## config.mk

```make
export PLATFORM = sky130hd
export DESIGN_NAME = ws2812_line_decoder
export DESIGN_NICKNAME = d
export VERILOG_FILES = /design/src/rtl/ws2812_pkg.sv /design/src/rtl/ws2812_din_sync.sv /design/src/rtl/ws2812_line_decoder.sv
export SDC_FILE = /design/constraint.sdc
export NUM_CORES = 1
export LEC_CHECK = 0
export BUFFER_PORTS_ARGS = -buffer_cell sky130_fd_sc_hd__buf_2
export CAP_MARGIN = 5
export CORE_AREA = 2 2 113 71
export CTS_CLUSTER_DIAMETER = 30
export DETAILED_ROUTE_END_ITERATION = 8
export DIE_AREA = 0 0 115 73
export GPL_TIMING_DRIVEN = 0
export PLACE_DENSITY = 0.78
export SLEW_MARGIN = 20
export SYNTH_ARGS = -nofsm -noshare
export SYNTH_HDL_FRONTEND = slang
export SYNTH_SLANG_ARGS = --single-unit
```

## constraint.sdc

```tcl
create_clock -name clk -period 3 [get_ports clk]
set_input_delay 0.6 -clock clk [delete_from_list [all_inputs] [get_ports clk]]
set_output_delay 0.6 -clock clk [all_outputs]
set_load 0.03 [all_outputs]
```

## src/rtl/ws2812_pkg.sv

```systemverilog
// Shared WS2812 line definitions: receiver state encoding, pixel width and default 12 MHz timing.
package ws2812_pkg;

    typedef enum logic [1:0] {
        SYNC,
        IDLE,
        HIGH,
        LOW
    } rx_state_e;

    localparam int GRB_W = 24;

    localparam int NUM_LEDS_DEF      = 64;
    localparam int BIT_THRESHOLD_DEF = 8;    // ~0.67 us at 12 MHz
    localparam int HIGH_MAX_DEF      = 24;   // 2.0 us at 12 MHz
    localparam int LATCH_CYCLES_DEF  = 600;  // 50 us at 12 MHz

endpackage

```

## src/rtl/ws2812_din_sync.sv

```systemverilog
// Brings the asynchronous WS2812 line into the clk domain and reports its level and edges.
module ws2812_din_sync (
    input  logic clk,
    input  logic rst_n,
    input  logic din,
    output logic level,
    output logic rise,
    output logic fall
);

    logic [1:0] sync_q;
    logic       prev_q;

    // NOTE: clocked state uses non-blocking assignments so every flop samples the pre-edge values.
    always_ff @(posedge clk or negedge rst_n) begin
        if (!rst_n) begin
            sync_q <= '0;
            prev_q <= 1'b0;
        end else begin
            sync_q <= {sync_q[0], din};
            prev_q <= sync_q[1];
        end
    end

    assign level = sync_q[1];
    assign rise  = sync_q[1] & ~prev_q;
    assign fall  = ~sync_q[1] & prev_q;

endmodule

```

## src/rtl/ws2812_line_decoder.sv

```systemverilog
// WS2812 line receiver: classifies high pulses, assembles GRB pixels and detects frame latches.
// Optional WS2812_RX_STATS_EN adds frame_count / error_count statistics outputs.
module ws2812_line_decoder
    import ws2812_pkg::*;
#(
    parameter int NUM_LEDS      = NUM_LEDS_DEF,
    parameter int BIT_THRESHOLD = BIT_THRESHOLD_DEF,
    parameter int HIGH_MAX      = HIGH_MAX_DEF,
    parameter int LATCH_CYCLES  = LATCH_CYCLES_DEF
) (
    input  logic                        clk,
    input  logic                        rst_n,
    input  logic                        din,
    output logic [GRB_W-1:0]            pixel_data,
    output logic [$clog2(NUM_LEDS)-1:0] pixel_index,
    output logic                        pixel_valid,
    output logic                        frame_done,
    output logic [$clog2(NUM_LEDS):0]   frame_pixels,
    output logic                        error,
    output logic                        busy
`ifdef WS2812_RX_STATS_EN
    ,
    output logic [15:0]                 frame_count,
    output logic [7:0]                  error_count
`endif
);

    localparam int IDX_W  = $clog2(NUM_LEDS);
    localparam int HCNT_W = $clog2(HIGH_MAX + 2);
    localparam int LCNT_W = $clog2(LATCH_CYCLES + 1);

    localparam logic [HCNT_W-1:0] HCNT_SAT   = HCNT_W'(HIGH_MAX + 1);
    localparam logic [HCNT_W-1:0] HCNT_BIT1  = HCNT_W'(BIT_THRESHOLD);
    localparam logic [LCNT_W-1:0] LCNT_LATCH = LCNT_W'(LATCH_CYCLES);
    localparam logic [IDX_W:0]    PIX_MAX    = (IDX_W + 1)'(NUM_LEDS);

    logic level, rise, fall;

    ws2812_din_sync u_din_sync (
        .clk   (clk),
        .rst_n (rst_n),
        .din   (din),
        .level (level),
        .rise  (rise),
        .fall  (fall)
    );

    rx_state_e         state_q, state_d;
    logic [HCNT_W-1:0] hcnt_q, hcnt_d;
    logic [LCNT_W-1:0] lcnt_q, lcnt_d;
    logic [4:0]        bit_cnt_q, bit_cnt_d;
    logic [GRB_W-2:0]  shreg_q, shreg_d;
    logic [IDX_W:0]    pix_cnt_q, pix_cnt_d;
    logic              ovf_q, ovf_d;

    logic [GRB_W-1:0]  pixel_data_d;
    logic [IDX_W-1:0]  pixel_index_d;
    logic [IDX_W:0]    frame_pixels_d;
    logic              pixel_valid_d, frame_done_d, error_d, busy_d;
    logic              bit_val;
    logic [GRB_W-1:0]  pixel_word;

    always_comb begin
        // NOTE: every signal gets a default before the case so no path leaves one unassigned and infers a latch.
        state_d        = state_q;
        hcnt_d         = hcnt_q;
        lcnt_d         = lcnt_q;
        bit_cnt_d      = bit_cnt_q;
        shreg_d        = shreg_q;
        pix_cnt_d      = pix_cnt_q;
        ovf_d          = ovf_q;
        pixel_data_d   = pixel_data;
        pixel_index_d  = pixel_index;
        frame_pixels_d = frame_pixels;
        pixel_valid_d  = 1'b0;
        frame_done_d   = 1'b0;
        error_d        = 1'b0;
        bit_val        = (hcnt_q >= HCNT_BIT1);
        pixel_word     = {shreg_q, bit_val};

        case (state_q)
            SYNC: begin
                // Only a full latch-length low proves we are between frames.
                bit_cnt_d = '0;
                pix_cnt_d = '0;
                ovf_d     = 1'b0;
                if (level) begin
                    lcnt_d = '0;
                end else if (lcnt_q == LCNT_LATCH) begin
                    state_d = IDLE;
                    lcnt_d  = '0;
                end else begin
                    lcnt_d = lcnt_q + 1'b1;
                end
            end
            IDLE: begin
                if (rise) begin
                    state_d = HIGH;
                    hcnt_d  = HCNT_W'(1);
                end
            end
            HIGH: begin
                if (hcnt_q == HCNT_SAT) begin
                    error_d = 1'b1;
                    state_d = SYNC;
                    lcnt_d  = '0;
                end else if (fall) begin
                    state_d = LOW;
                    lcnt_d  = LCNT_W'(1);
                    shreg_d = pixel_word[GRB_W-2:0];
                    if (bit_cnt_q == 5'(GRB_W - 1)) begin
                        bit_cnt_d = '0;
                        if (pix_cnt_q < PIX_MAX) begin
                            pixel_valid_d = 1'b1;
                            pixel_data_d  = pixel_word;
                            pixel_index_d = pix_cnt_q[IDX_W-1:0];
                            pix_cnt_d     = pix_cnt_q + 1'b1;
                        end else if (!ovf_q) begin
                            error_d = 1'b1;
                            ovf_d   = 1'b1;
                        end
                    end else begin
                        bit_cnt_d = bit_cnt_q + 1'b1;
                    end
                end else begin
                    hcnt_d = hcnt_q + 1'b1;
                end
            end
            LOW: begin
                if (rise) begin
                    state_d = HIGH;
                    hcnt_d  = HCNT_W'(1);
                end else if (lcnt_q == LCNT_LATCH) begin
                    // LOW is only entered after a bit, so every latch here closes a real frame.
                    state_d        = IDLE;
                    frame_done_d   = 1'b1;
                    frame_pixels_d = pix_cnt_q;
                    error_d        = (bit_cnt_q != '0);
                    bit_cnt_d      = '0;
                    pix_cnt_d      = '0;
                    ovf_d          = 1'b0;
                    lcnt_d         = '0;
                end else begin
                    lcnt_d = lcnt_q + 1'b1;
                end
            end
            default: state_d = SYNC;
        endcase

        busy_d = (state_d == HIGH) || (state_d == LOW);
    end

    always_ff @(posedge clk or negedge rst_n) begin
        if (!rst_n) begin
            state_q      <= SYNC;
            hcnt_q       <= '0;
            lcnt_q       <= '0;
            bit_cnt_q    <= '0;
            shreg_q      <= '0;
            pix_cnt_q    <= '0;
            ovf_q        <= 1'b0;
            pixel_data   <= '0;
            pixel_index  <= '0;
            frame_pixels <= '0;
            pixel_valid  <= 1'b0;
            frame_done   <= 1'b0;
            error        <= 1'b0;
            busy         <= 1'b0;
        end else begin
            state_q      <= state_d;
            hcnt_q       <= hcnt_d;
            lcnt_q       <= lcnt_d;
            bit_cnt_q    <= bit_cnt_d;
            shreg_q      <= shreg_d;
            pix_cnt_q    <= pix_cnt_d;
            ovf_q        <= ovf_d;
            pixel_data   <= pixel_data_d;
            pixel_index  <= pixel_index_d;
            frame_pixels <= frame_pixels_d;
            pixel_valid  <= pixel_valid_d;
            frame_done   <= frame_done_d;
            error        <= error_d;
            busy         <= busy_d;
        end
    end

`ifdef WS2812_RX_STATS_EN
    always_ff @(posedge clk or negedge rst_n) begin
        if (!rst_n) begin
            frame_count <= '0;
            error_count <= '0;
        end else begin
            if (frame_done_d) begin
                frame_count <= frame_count + 1'b1;
            end
            if (error_d && (error_count != 8'hFF)) begin
                error_count <= error_count + 1'b1;
            end
        end
    end
`endif

endmodule

```

==> run metrics, run 1 <==
Pint between 0.002 and 0.0025 W; Max-slew headroom 0.3495; switching power roughly 0.00052 W; M3 GR Usage 0.05731; Netlist cell types just over 40; Post-DRT Antenna Nets 0; power per cell area approximately 520 mW/mm²; syn avg cell area 9.169 µm²; overall power around 0.0025 W; setup TNS 0 ns; total CTS buffers 9; Synthesis Warnings 0; startpoint types register; Slew @ Worst Pin slightly below 1 ns; Post-CTS Setup Bufs 0; fin crit period around 2.7 ns; post-DP HPWL ~6200 µm; area of the core roughly 0.0075 mm²; final worst path period share 0.9164; total congestion overflow 0; Max-Cap Viols 0; logic gate share of total power 0.022; worst IR drop on VDD 0.0004230 V; Final Hold Fails 0; Hold-fix buffers, CTS 0; worst min path class in -> async; kind of critical path reg -> reg; Worst-path clk slew about 0.07 ns; vias in the first global route 3132; Num Clock Sinks 96; # fillers 600; RSZ-0062 raised after global routing false; critical path peak fanout 10; Max Freq about 0.36 GHz; Skew-Pair Late Insertion Delay about 0.34 ns; first-pass GRT wire length around 15000 µm; GR Layer Usage met1 0.3511; Top FF cell, synth dfrtp_1; total leakage power 2.626 nW; IO Pins 44; clock skew 0.008846 ns; busiest metal layer after global routing met1; iteration-0 DRC count of the detailed router 281; # H-tree levels 3; row count 25; DR WL/cell 14.86 µm; status finished clean; sequential fraction of the synthesis area 0.5733; buffers added on ports 43; Final nets 523; Yosys reg bits 96; WL final 9082 µm; CTS tree yes; DRC errors left 0; routed vias ~3400; Arr. time, crit path approximately 3.0 ns; die width 115 µm; Async S/R FF share, synth 1.000; Clock power frac 0.462; clock buffer depth 2; Vias/cell around 5.5; final setup vio count 0; clock root cell clkbuf_16; share of layout cells above drive strength 1 0.1354; GR Util All Layers 0.2336; Initial Util 0.5582; Mapped Area roughly 0.0042 mm²; syn_nets approximately 470; R2R depth 7; max-slew violations 0; initial antenna violation count 0; GRT met2 Usage 0.3373; DIE HEIGHT ~73 µm; Switching Share 0.2069; die area 0.008395 mm²; Antenna diodes 0; Seq pwr share 0.516; post_cts resized 0; CP required between 3 and 4 ns; Mapped Cells roughly 460; Post-synth EDFFs 0; CP endpoint kind register; largest net degree at the start of global routing 69; 1st-pass router iterations 4; Final Wtd Congestion approximately 0.8; synthesis-to-layout area growth 16.12%
-- synth_stat cells, types with 2 or more instances --
| library cell | instances | share of area |
|---|---|---|
| o21ai_0 | 21 | 0.025 |
| or2_2 | 3 | 0.0045 |
| a21oi_1 | 10 | 0.012 |
| a22o_1 | 6 | 0.013 |
| clkbuf_1 | 14 | 0.013 |
| o211ai_1 | 4 | 0.0072 |
| nand4_1 | 5 | 0.0075 |
| buf_2 | 2 | 0.0024 |
| nor2_1 | 19 | 0.017 |
| nor2b_1 | 2 | 0.0030 |
| dfrtp_1 | 96 | 0.57 |
| nand3_1 | 10 | 0.012 |
| nand4b_1 | 2 | 0.0042 |
| a221o_1 | 3 | 0.0072 |
| ha_1 | 8 | 0.024 |
| nor4_1 | 6 | 0.0090 |
| nand2b_1 | 3 | 0.0045 |
| nor3_1 | 5 | 0.0060 |
| nand2_1 | 192 | 0.17 |
| or3_1 | 2 | 0.0030 |
| and3_1 | 5 | 0.0075 |
| mux2i_1 | 5 | 0.012 |
| or4_1 | 4 | 0.0072 |
| xor2_1 | 3 | 0.0063 |
| inv_1 | 11 | 0.0099 |
-- area by class of cell --
cell class                      instances  area (µm²)  area share
Clock inverter                          4       52.55     0.01080
Timing Repair Buffer                   44       249.0     0.05117
Multi-Input combinational cell        334        1684      0.3461
Tap cell                               94       117.6     0.02417
Inverter                               11       41.29    0.008485
Buffer                                 16       62.56     0.01286
Sequential cell                        96        2402      0.4937
Clock buffer                           12       256.5     0.05271
-- routing by layer --
layer / share of wire / vias to the layer above
met5: 0 / -
met4: 0.0098 / 0
met3: 0.046 / 10
met2: 0.44 / 71
met1: 0.50 / 1654
li1: - / 1627
-- state kept, by name, indices dropped and copies added (netlist names), named ones only --
name,flops
frame_done,1
pixel_index,6
shreg_q,23
bit_cnt_q,5
u_din_sync.prev_q,1
pix_cnt_q,7
lcnt_q,10
pixel_valid,1
u_din_sync.sync_q,2
ovf_q,1
pixel_data,24
error,1
hcnt_q,5
frame_pixels,7
-- metrics by stage --
step             util  hold WS, ns  cells  setup WS (ns)  instance area, µm²
6_report       0.6482       0.1249    611         0.2507                4866
4_1_cts        0.6482       0.1244    611         0.2798                4866
2_1_floorplan       -       0.3044    457         0.6692                4190
3_3_place_gp   0.6025       0.3344    594         0.3661                4523
5_1_grt        0.6482       0.1414    611        0.02154                4866
3_5_place_dp   0.6070       0.3395    595         0.3147                4557
-- layout by cell type, fill, tap and decap left out, types with 2 or more instances in the layout --
cell,synthesis,layout
a21oi_1,10,10
nor4_1,6,6
nand3_1,10,10
xor2_1,3,3
nand2b_1,3,3
clkbuf_1,14,15
a221o_1,3,3
nand4_1,5,5
or4_1,4,4
nand4b_1,2,2
o211ai_1,4,4
or3_1,2,2
a22o_1,6,6
dfrtp_1,96,96
clkbuf_8,0,2
nor2b_1,2,2
mux2i_1,5,5
nor3_1,5,5
o21ai_0,21,21
or2_2,3,3
clkinvlp_4,0,3
clkbuf_16,0,9
nor2_1,19,19
ha_1,8,8
and3_1,5,5
buf_2,2,44
inv_1,11,11
nand2_1,192,192
-- power groups by stage --
stage	clock, W	sequential [W]	combinational, W
finish	0.00117	0.00131	0.0000544
global placement	0	0.00133	0.0000491
detailed placement	0	0.00133	0.0000561
CTS	0.00119	0.00130	0.0000564
floorplan	0	0.00133	0.0000182
global route	0.00124	0.00130	0.0000643
-- cells by family (layout without fill, tap and decap cells) --
logic type	count (synthesis)	in the layout	share of synthesized area
XOR/XNOR	3	3	0.006272
AO/OA/AOI/OAI	53	53	0.08540
adder cells (fa/ha/maj)	8	8	0.02389
multiplexers	6	6	0.01463
buffers and inverters	27	87	0.02478
AND/OR/NAND/NOR	264	264	0.2717
flip-flops	96	96	0.5733
-- worst paths after layout --
path / end / start / slack (ns)
min: pixel_data[2]$_DFFE_PN0P_ / rst_n / 0.12
max: pixel_data[11]$_DFFE_PN0P_ / register / 0.25
min reg2reg: u_din_sync.sync_q[1]$_DFF_PN0_ / u_din_sync.sync_q[0]$_DFF_PN0_ / 0.35
max reg2reg: pixel_data[11]$_DFFE_PN0P_ / register / 0.25
max in group asynchronous: pixel_data[14]$_DFFE_PN0P_ / rst_n / 2.27
min in group clk: u_din_sync.sync_q[1]$_DFF_PN0_ / u_din_sync.sync_q[0]$_DFF_PN0_ / 0.35
-- worst max-delay path: stages, from the launching register on --
cell,delay (ns)
dfrtp_1,0.50
nor2b_1,0.17
clkbuf_1,0.33
nand3_1,0.35
nor3_2,0.68
clkbuf_1,0.42
nand2_1,0.12
nand2_1,0.10
(Power assumes the default switching activity.)
==> run 2: changes to the inputs <==
==> constraint.sdc (replaced) <==
create_clock -name clk -period 3 [get_ports clk]
set_input_delay 0.15 -clock clk [delete_from_list [all_inputs] [get_ports clk]]
set_output_delay 0.15 -clock clk [all_outputs]
set_load 0.03 [all_outputs]
==> run 2 against run 1 <==
Net effect:
- critical path type unchanged
- die area unchanged
- clock power about the same
- sequential cell count unchanged
- critical path depth unchanged
- highest routed layer unchanged
==> run metrics, run 2 (synthesis results as in run 1) <==
iteration-0 DRC count of the detailed router 267 (was 281); kind of critical path reg -> reg (unchanged); Post-CTS Setup Bufs 0 (unchanged); Final Wtd Congestion 0.8227 (unchanged); IO Pins 44 (unchanged); Slew @ Worst Pin 0.9718 ns (was 0.9669 ns); most frequent cells in the layout nand2_1 (192), dfrtp_1 (96), buf_2 (44) (unchanged); CTS tree yes (unchanged); WL final 9074 µm (was 9082 µm); worst min path class in -> async (unchanged); CP required 3.28 ns (about the same); max-slew violations 0 (unchanged); Skew-Pair Late Insertion Delay 0.34 ns (about the same); Final Hold Fails 0 (unchanged); total CTS buffers 9 (unchanged); Post-DRT Antenna Nets 0 (unchanged); Final nets 525 (was 523); # fillers 602 (was 600); routed vias 3398 (was 3362); max reg flops 24 (unchanged); total congestion overflow 0 (unchanged); first-pass GRT wire length 15130 µm (unchanged); Largest regs pixel_data (24), shreg_q (23), lcnt_q (10) (unchanged); critical path peak fanout 10 (unchanged); Num Clock Sinks 96 (unchanged); power per cell area 517.2 mW/mm² (was 519.4 mW/mm²); Max-Cap Viols 0 (unchanged); Worst-path clk slew 0.07 ns (about the same); CP endpoint kind register (unchanged); Vias/cell 5.543 (was 5.502); clock buffer depth 2 (unchanged); Initial Util 0.5582 (unchanged); die area 0.008395 mm² (unchanged); GR Util All Layers 0.2336 (unchanged); clock root cell clkbuf_16 (unchanged); DRC errors left 0 (unchanged); final worst path period share 0.9217 (was 0.9164); worst IR drop on VDD 0.0004227 V (was 0.0004230 V); row count 25 (unchanged); setup TNS 0 ns (unchanged); status finished clean (unchanged); buffers added on ports 43 (unchanged); Arr. time, crit path 3.04 ns (was 3.03 ns); area of the core 0.007507 mm² (unchanged); final setup vio count 0 (unchanged); share of layout cells above drive strength 1 0.1349 (was 0.1354); synthesis-to-layout area growth 16.60% (was 16.12%); Antenna diodes 0 (unchanged); RSZ-0062 raised after global routing false (unchanged); fin worst setup slack 0.2348 ns (was 0.2507 ns); clock skew 0.008047 ns (was 0.008846 ns); 1st-pass router iterations 4 (unchanged); most common cell after layout, fill and taps aside nand2_1 (unchanged); Max-slew headroom 0.3462 (was 0.3495); post_cts resized 0 (unchanged); initial antenna violation count 0 (unchanged); WHS 0.2479 ns (was 0.1249 ns); DR WL/cell 14.80 µm (was 14.86 µm); DIE HEIGHT 73 µm (unchanged); startpoint types register (unchanged); post-place setup slack 0.3147 ns (unchanged); # H-tree levels 3 (unchanged); largest reg by FF count pixel_data (unchanged); vias in the first global route 3129 (was 3132); total leakage power 2.634 nW (was 2.626 nW); die width 115 µm (unchanged); Max Freq 0.3616 GHz (was 0.3637 GHz); fin crit period 2.765 ns (was 2.749 ns); post-DP HPWL 6179 µm (unchanged); largest net degree at the start of global routing 69 (unchanged)
run 2: cell types whose count changed in the layout (fill, tap and decap cells not counted), sizes merged:
cell and change:
dlygate4sd3 +2
run 2: final timing paths:
kind,slack (ns),from,to,cells past startpoint
max in group asynchronous,2.15,rst_n,pixel_data[14]$_DFFE_PN0P_,3
worst max register to register,0.23,register,pixel_data[11]$_DFFE_PN0P_,7
worst max-delay path,0.23,register,pixel_data[11]$_DFFE_PN0P_,7
min in group clk,0.35,u_din_sync.sync_q[0]$_DFF_PN0_,u_din_sync.sync_q[1]$_DFF_PN0_,0
worst min register to register,0.35,u_din_sync.sync_q[0]$_DFF_PN0_,u_din_sync.sync_q[1]$_DFF_PN0_,0
worst min-delay path,0.25,rst_n,pixel_data[2]$_DFFE_PN0P_,2
run 2: stage by stage:
stage / cells / total power (W) / area, µm² / util
after floorplan: 457 / 0.001346 / 4190 / -
after global placement: 594 / 0.001378 / 4523 / 0.6025
after detailed placement: 595 / 0.001385 / 4557 / 0.6070
after CTS: 613 / 0.002552 / 4886 / 0.6508
after global routing: 613 / 0.002606 / 4886 / 0.6508
final: 613 / 0.002527 / 4886 / 0.6508
run 2: area by class of cell:
cell class	count	area, µm²	area share
multi-input cells	334	1684	0.3447
plain buffers	16	62.56	0.01280
clock inverters	4	52.55	0.01076
flip-flops and latches	96	2402	0.4917
clock buffers	12	256.5	0.05250
well taps	94	117.6	0.02407
inverters	11	41.29	0.008451
repair buffers	46	269.0	0.05506
run 2: power by group:
part	internal [W]	switching [W]	total [W]	leakage (nW)
clock network	0.000692	0.000474	0.00117	0.141
logic	0.0000151	0.0000413	0.0000564	1.16
registers	0.00130	0.00000577	0.00131	1.33
run 2: worst max-delay path, stage by stage (launching register included):
cell      delay [ns]
dfrtp_1         0.50
nor2b_1         0.17
clkbuf_1        0.33
nand3_1         0.35
nor3_2          0.69
clkbuf_1        0.43
nand2_1         0.12
nand2_1         0.10
run 2: metal layers:
layer	vias up	routed length (µm)	global-route usage
met3	8	458	0.05731
met4	0	88	0.07095
li1	1637	-	-
met1	1668	4555	0.3511
met5	-	0	0
met2	85	3972	0.3373
run 2: timing repair:
action,in CTS,in global routing
hold buffers,2,0
endpoints found under the hold margin,29,0
endpoints found under the setup margin,0,0
==> run 3: changes to the inputs <==
Settings changed: CORE_AREA 2 2 113 71 to 4 4 115 73, DIE_AREA 0 0 115 73 to 0 0 119 77, SKIP_LAST_GASP from default to 1.
==> run 3 against run 2 <==
Net effect:
- clock power is 5% higher
- die area grew 9.1%
- largest power group unchanged
- critical path depth rose by 1
- final cell count grew 1.6%
- via count is 0.74% higher
- clock skew hardly changed
- sequential power hardly changed
- setup slack improved by 0.18 ns
- cell area grew 0.67%
- combinational power rose by 1%
==> run metrics, run 3 (synthesis results as in run 1) <==
most frequent cells in the layout nand2_1 (192), dfrtp_1 (96), buf_2 (44) (unchanged); Max-slew headroom 0.3211 (was 0.3462); Max-Cap Viols 0 (unchanged); CP Buf/Inv Count 3 (was 2); Num Clock Sinks 96 (unchanged); kind of critical path reg -> reg (unchanged); CP required 3.23 ns (was 3.28 ns); # H-tree levels 3 (unchanged); row count 24 (was 25); Arr. time, crit path 2.81 ns (was 3.04 ns); Post-CTS Setup Bufs 0 (unchanged); Max Freq 0.3871 GHz (was 0.3616 GHz); # fillers 555 (was 602); Worst-path clk slew 0.07 ns (about the same); Initial Util 0.5790 (was 0.5582); overall power 0.002590 W (was 0.002527 W); clock buffer depth 2 (unchanged); CTS tree yes (unchanged); total leakage power 2.645 nW (was 2.634 nW); critical path peak fanout 10 (unchanged); max incr delay on CP 0.50 ns (was 0.69 ns); Pint 0.002066 W (was 0.002006 W); vias in the first global route 3344 (was 3129); worst-path cell chain nor2b_1 > clkbuf_1 > nand3_1 > or3_1 > clkbuf_1 > clkbuf_1 > nand2_1 > nand2_1 (was nor2b_1 > clkbuf_1 > nand3_1 > nor3_2 > clkbuf_1 > nand2_1 > nand2_1); Seq pwr share 0.504 (was 0.517); final worst path period share 0.8612 (was 0.9217); power per cell area 526.6 mW/mm² (was 517.2 mW/mm²); FF/Latch Area 0.002402 mm² (unchanged); final setup vio count 0 (unchanged); Final Hold Fails 0 (unchanged); fin crit period 2.584 ns (was 2.765 ns); startpoint types register (unchanged); die area 0.009163 mm² (was 0.008395 mm²); Clock power frac 0.474 (was 0.461); area of the core 0.007237 mm² (was 0.007507 mm²); DR WL/cell 14.91 µm (was 14.80 µm); RSZ-0062 raised after global routing false (unchanged); synthesis-to-layout area growth 17.38% (was 16.60%); total CTS buffers 9 (unchanged); total congestion overflow 0 (unchanged); area of the multi-input gates 0.001690 mm² (was 0.001684 mm²); Switching Share 0.2021 (was 0.2061); CP delay by family, top simple AND/OR/NAND/NOR gates (unchanged); worst IR drop on VDD 0.0004131 V (was 0.0004227 V); worst min path class in -> async (unchanged); WL final 9287 µm (was 9074 µm); buffers added on ports 43 (unchanged); Final nets 525 (unchanged); Design Area, Final 0.004918 mm² (was 0.004886 mm²); Largest regs pixel_data (24), shreg_q (23), lcnt_q (10) (unchanged); Skew-Pair Late Insertion Delay 0.34 ns (about the same); Antenna diodes 0 (unchanged); CP endpoint kind register (unchanged); largest net degree at the start of global routing 53 (was 69); Slew @ Worst Pin 1.009 ns (was 0.9718 ns); Area after DPL 0.004569 mm² (was 0.004557 mm²); routed vias 3423 (was 3398); GR Util All Layers 0.2181 (was 0.2336); 1st-pass router iterations 5 (was 4); clock skew 0.008471 ns (was 0.008047 ns); setup TNS 0 ns (unchanged); largest reg by FF count pixel_data (unchanged); max-slew violations 0 (unchanged); share of layout cells above drive strength 1 0.1349 (unchanged); DIE HEIGHT 77 µm (was 73 µm); logic gate share of total power 0.022 (about the same); clock root cell clkbuf_16 (unchanged); crit-path most repeated cell clkbuf_1; Final Wtd Congestion 0.8271 (was 0.8227); most common cell after layout, fill and taps aside nand2_1 (unchanged); DRC errors left 0 (unchanged); switching power 0.0005235 W (was 0.0005208 W); initial antenna violation count 0 (unchanged); die width 119 µm (was 115 µm); first-pass GRT wire length 16010 µm (was 15130 µm); WHS 0.2976 ns (was 0.2479 ns); status finished clean (unchanged); Vias/cell 5.494 (was 5.543); Slowest cell on crit path dfrtp_1 (was nor3_2); post-DP HPWL 6427 µm (was 6179 µm); Post-DRT Antenna Nets 0 (unchanged); iteration-0 DRC count of the detailed router 336 (was 267); IO Pins 44 (unchanged); max reg flops 24 (unchanged)
-- run 3: layout make-up --
cell class | count | area share
inverter | 11 | 0.008395
timing repair buffer | 46 | 0.05469
multi-input combinational | 334 | 0.3437
tap | 104 | 0.02646
clock inverter | 5 | 0.01628
sequential | 96 | 0.4884
buffer | 16 | 0.01272
clock buffer | 11 | 0.04935
-- run 3: metal layers --
metal / GRT usage / part of all wire / vias up
li1: - / - / 1637
met1: 0.3171 / 0.49 / 1654
met2: 0.3211 / 0.43 / 118
met3: 0.06471 / 0.068 / 14
met4: 0.05665 / 0.011 / 0
met5: 0 / 0 / -
-- run 3: through the flow --
step / setup slack [ns] / utilization / std cells
floorplan: 0.6692 / - / 457
global placement: 0.3622 / 0.6267 / 604
detailed placement: 0.3717 / 0.6314 / 605
CTS: 0.3221 / 0.6788 / 623
global route: 0.1460 / 0.6796 / 623
finish: 0.4164 / 0.6796 / 623
-- run 3: power groups by stage --
stage                     sequential [W]  combinational (W)  clock, W
final                            0.00131          0.0000570   0.00123
after global routing             0.00131          0.0000662   0.00131
after CTS                        0.00131          0.0000588   0.00124
after detailed placement         0.00133          0.0000566         0
after global placement           0.00133          0.0000496         0
after floorplan                  0.00133          0.0000182         0
-- run 3: worst reg2reg max path, stage by stage, from the launching register on --
cell and delay (ns):
dfrtp_1 0.50, nor2b_1 0.17, clkbuf_1 0.33, nand3_1 0.37, or3_1 0.41, clkbuf_1 0.19
clkbuf_1 0.30, nand2_1 0.15, nand2_1 0.05
-- run 3: timing repair --
item | 4_1_cts | 5_1_grt
resized for setup | 0 | 1
endpoints found under the hold margin | 45 | 0
hold buffers | 2 | 0
endpoints found under the setup margin | 0 | 13
-- run 3: final timing paths --
check | cells past startpoint | slack (ns) | end
max | 8 | 0.42 | pixel_index[2]$_DFFE_PN0P_
max in group asynchronous | 3 | 2.12 | pixel_data[17]$_DFFE_PN0P_
min reg2reg | 0 | 0.35 | u_din_sync.sync_q[1]$_DFF_PN0_
max reg2reg | 8 | 0.42 | pixel_index[2]$_DFFE_PN0P_
min in group clk | 0 | 0.35 | u_din_sync.sync_q[1]$_DFF_PN0_
min | 2 | 0.30 | hcnt_q[4]$_DFFE_PN0P_
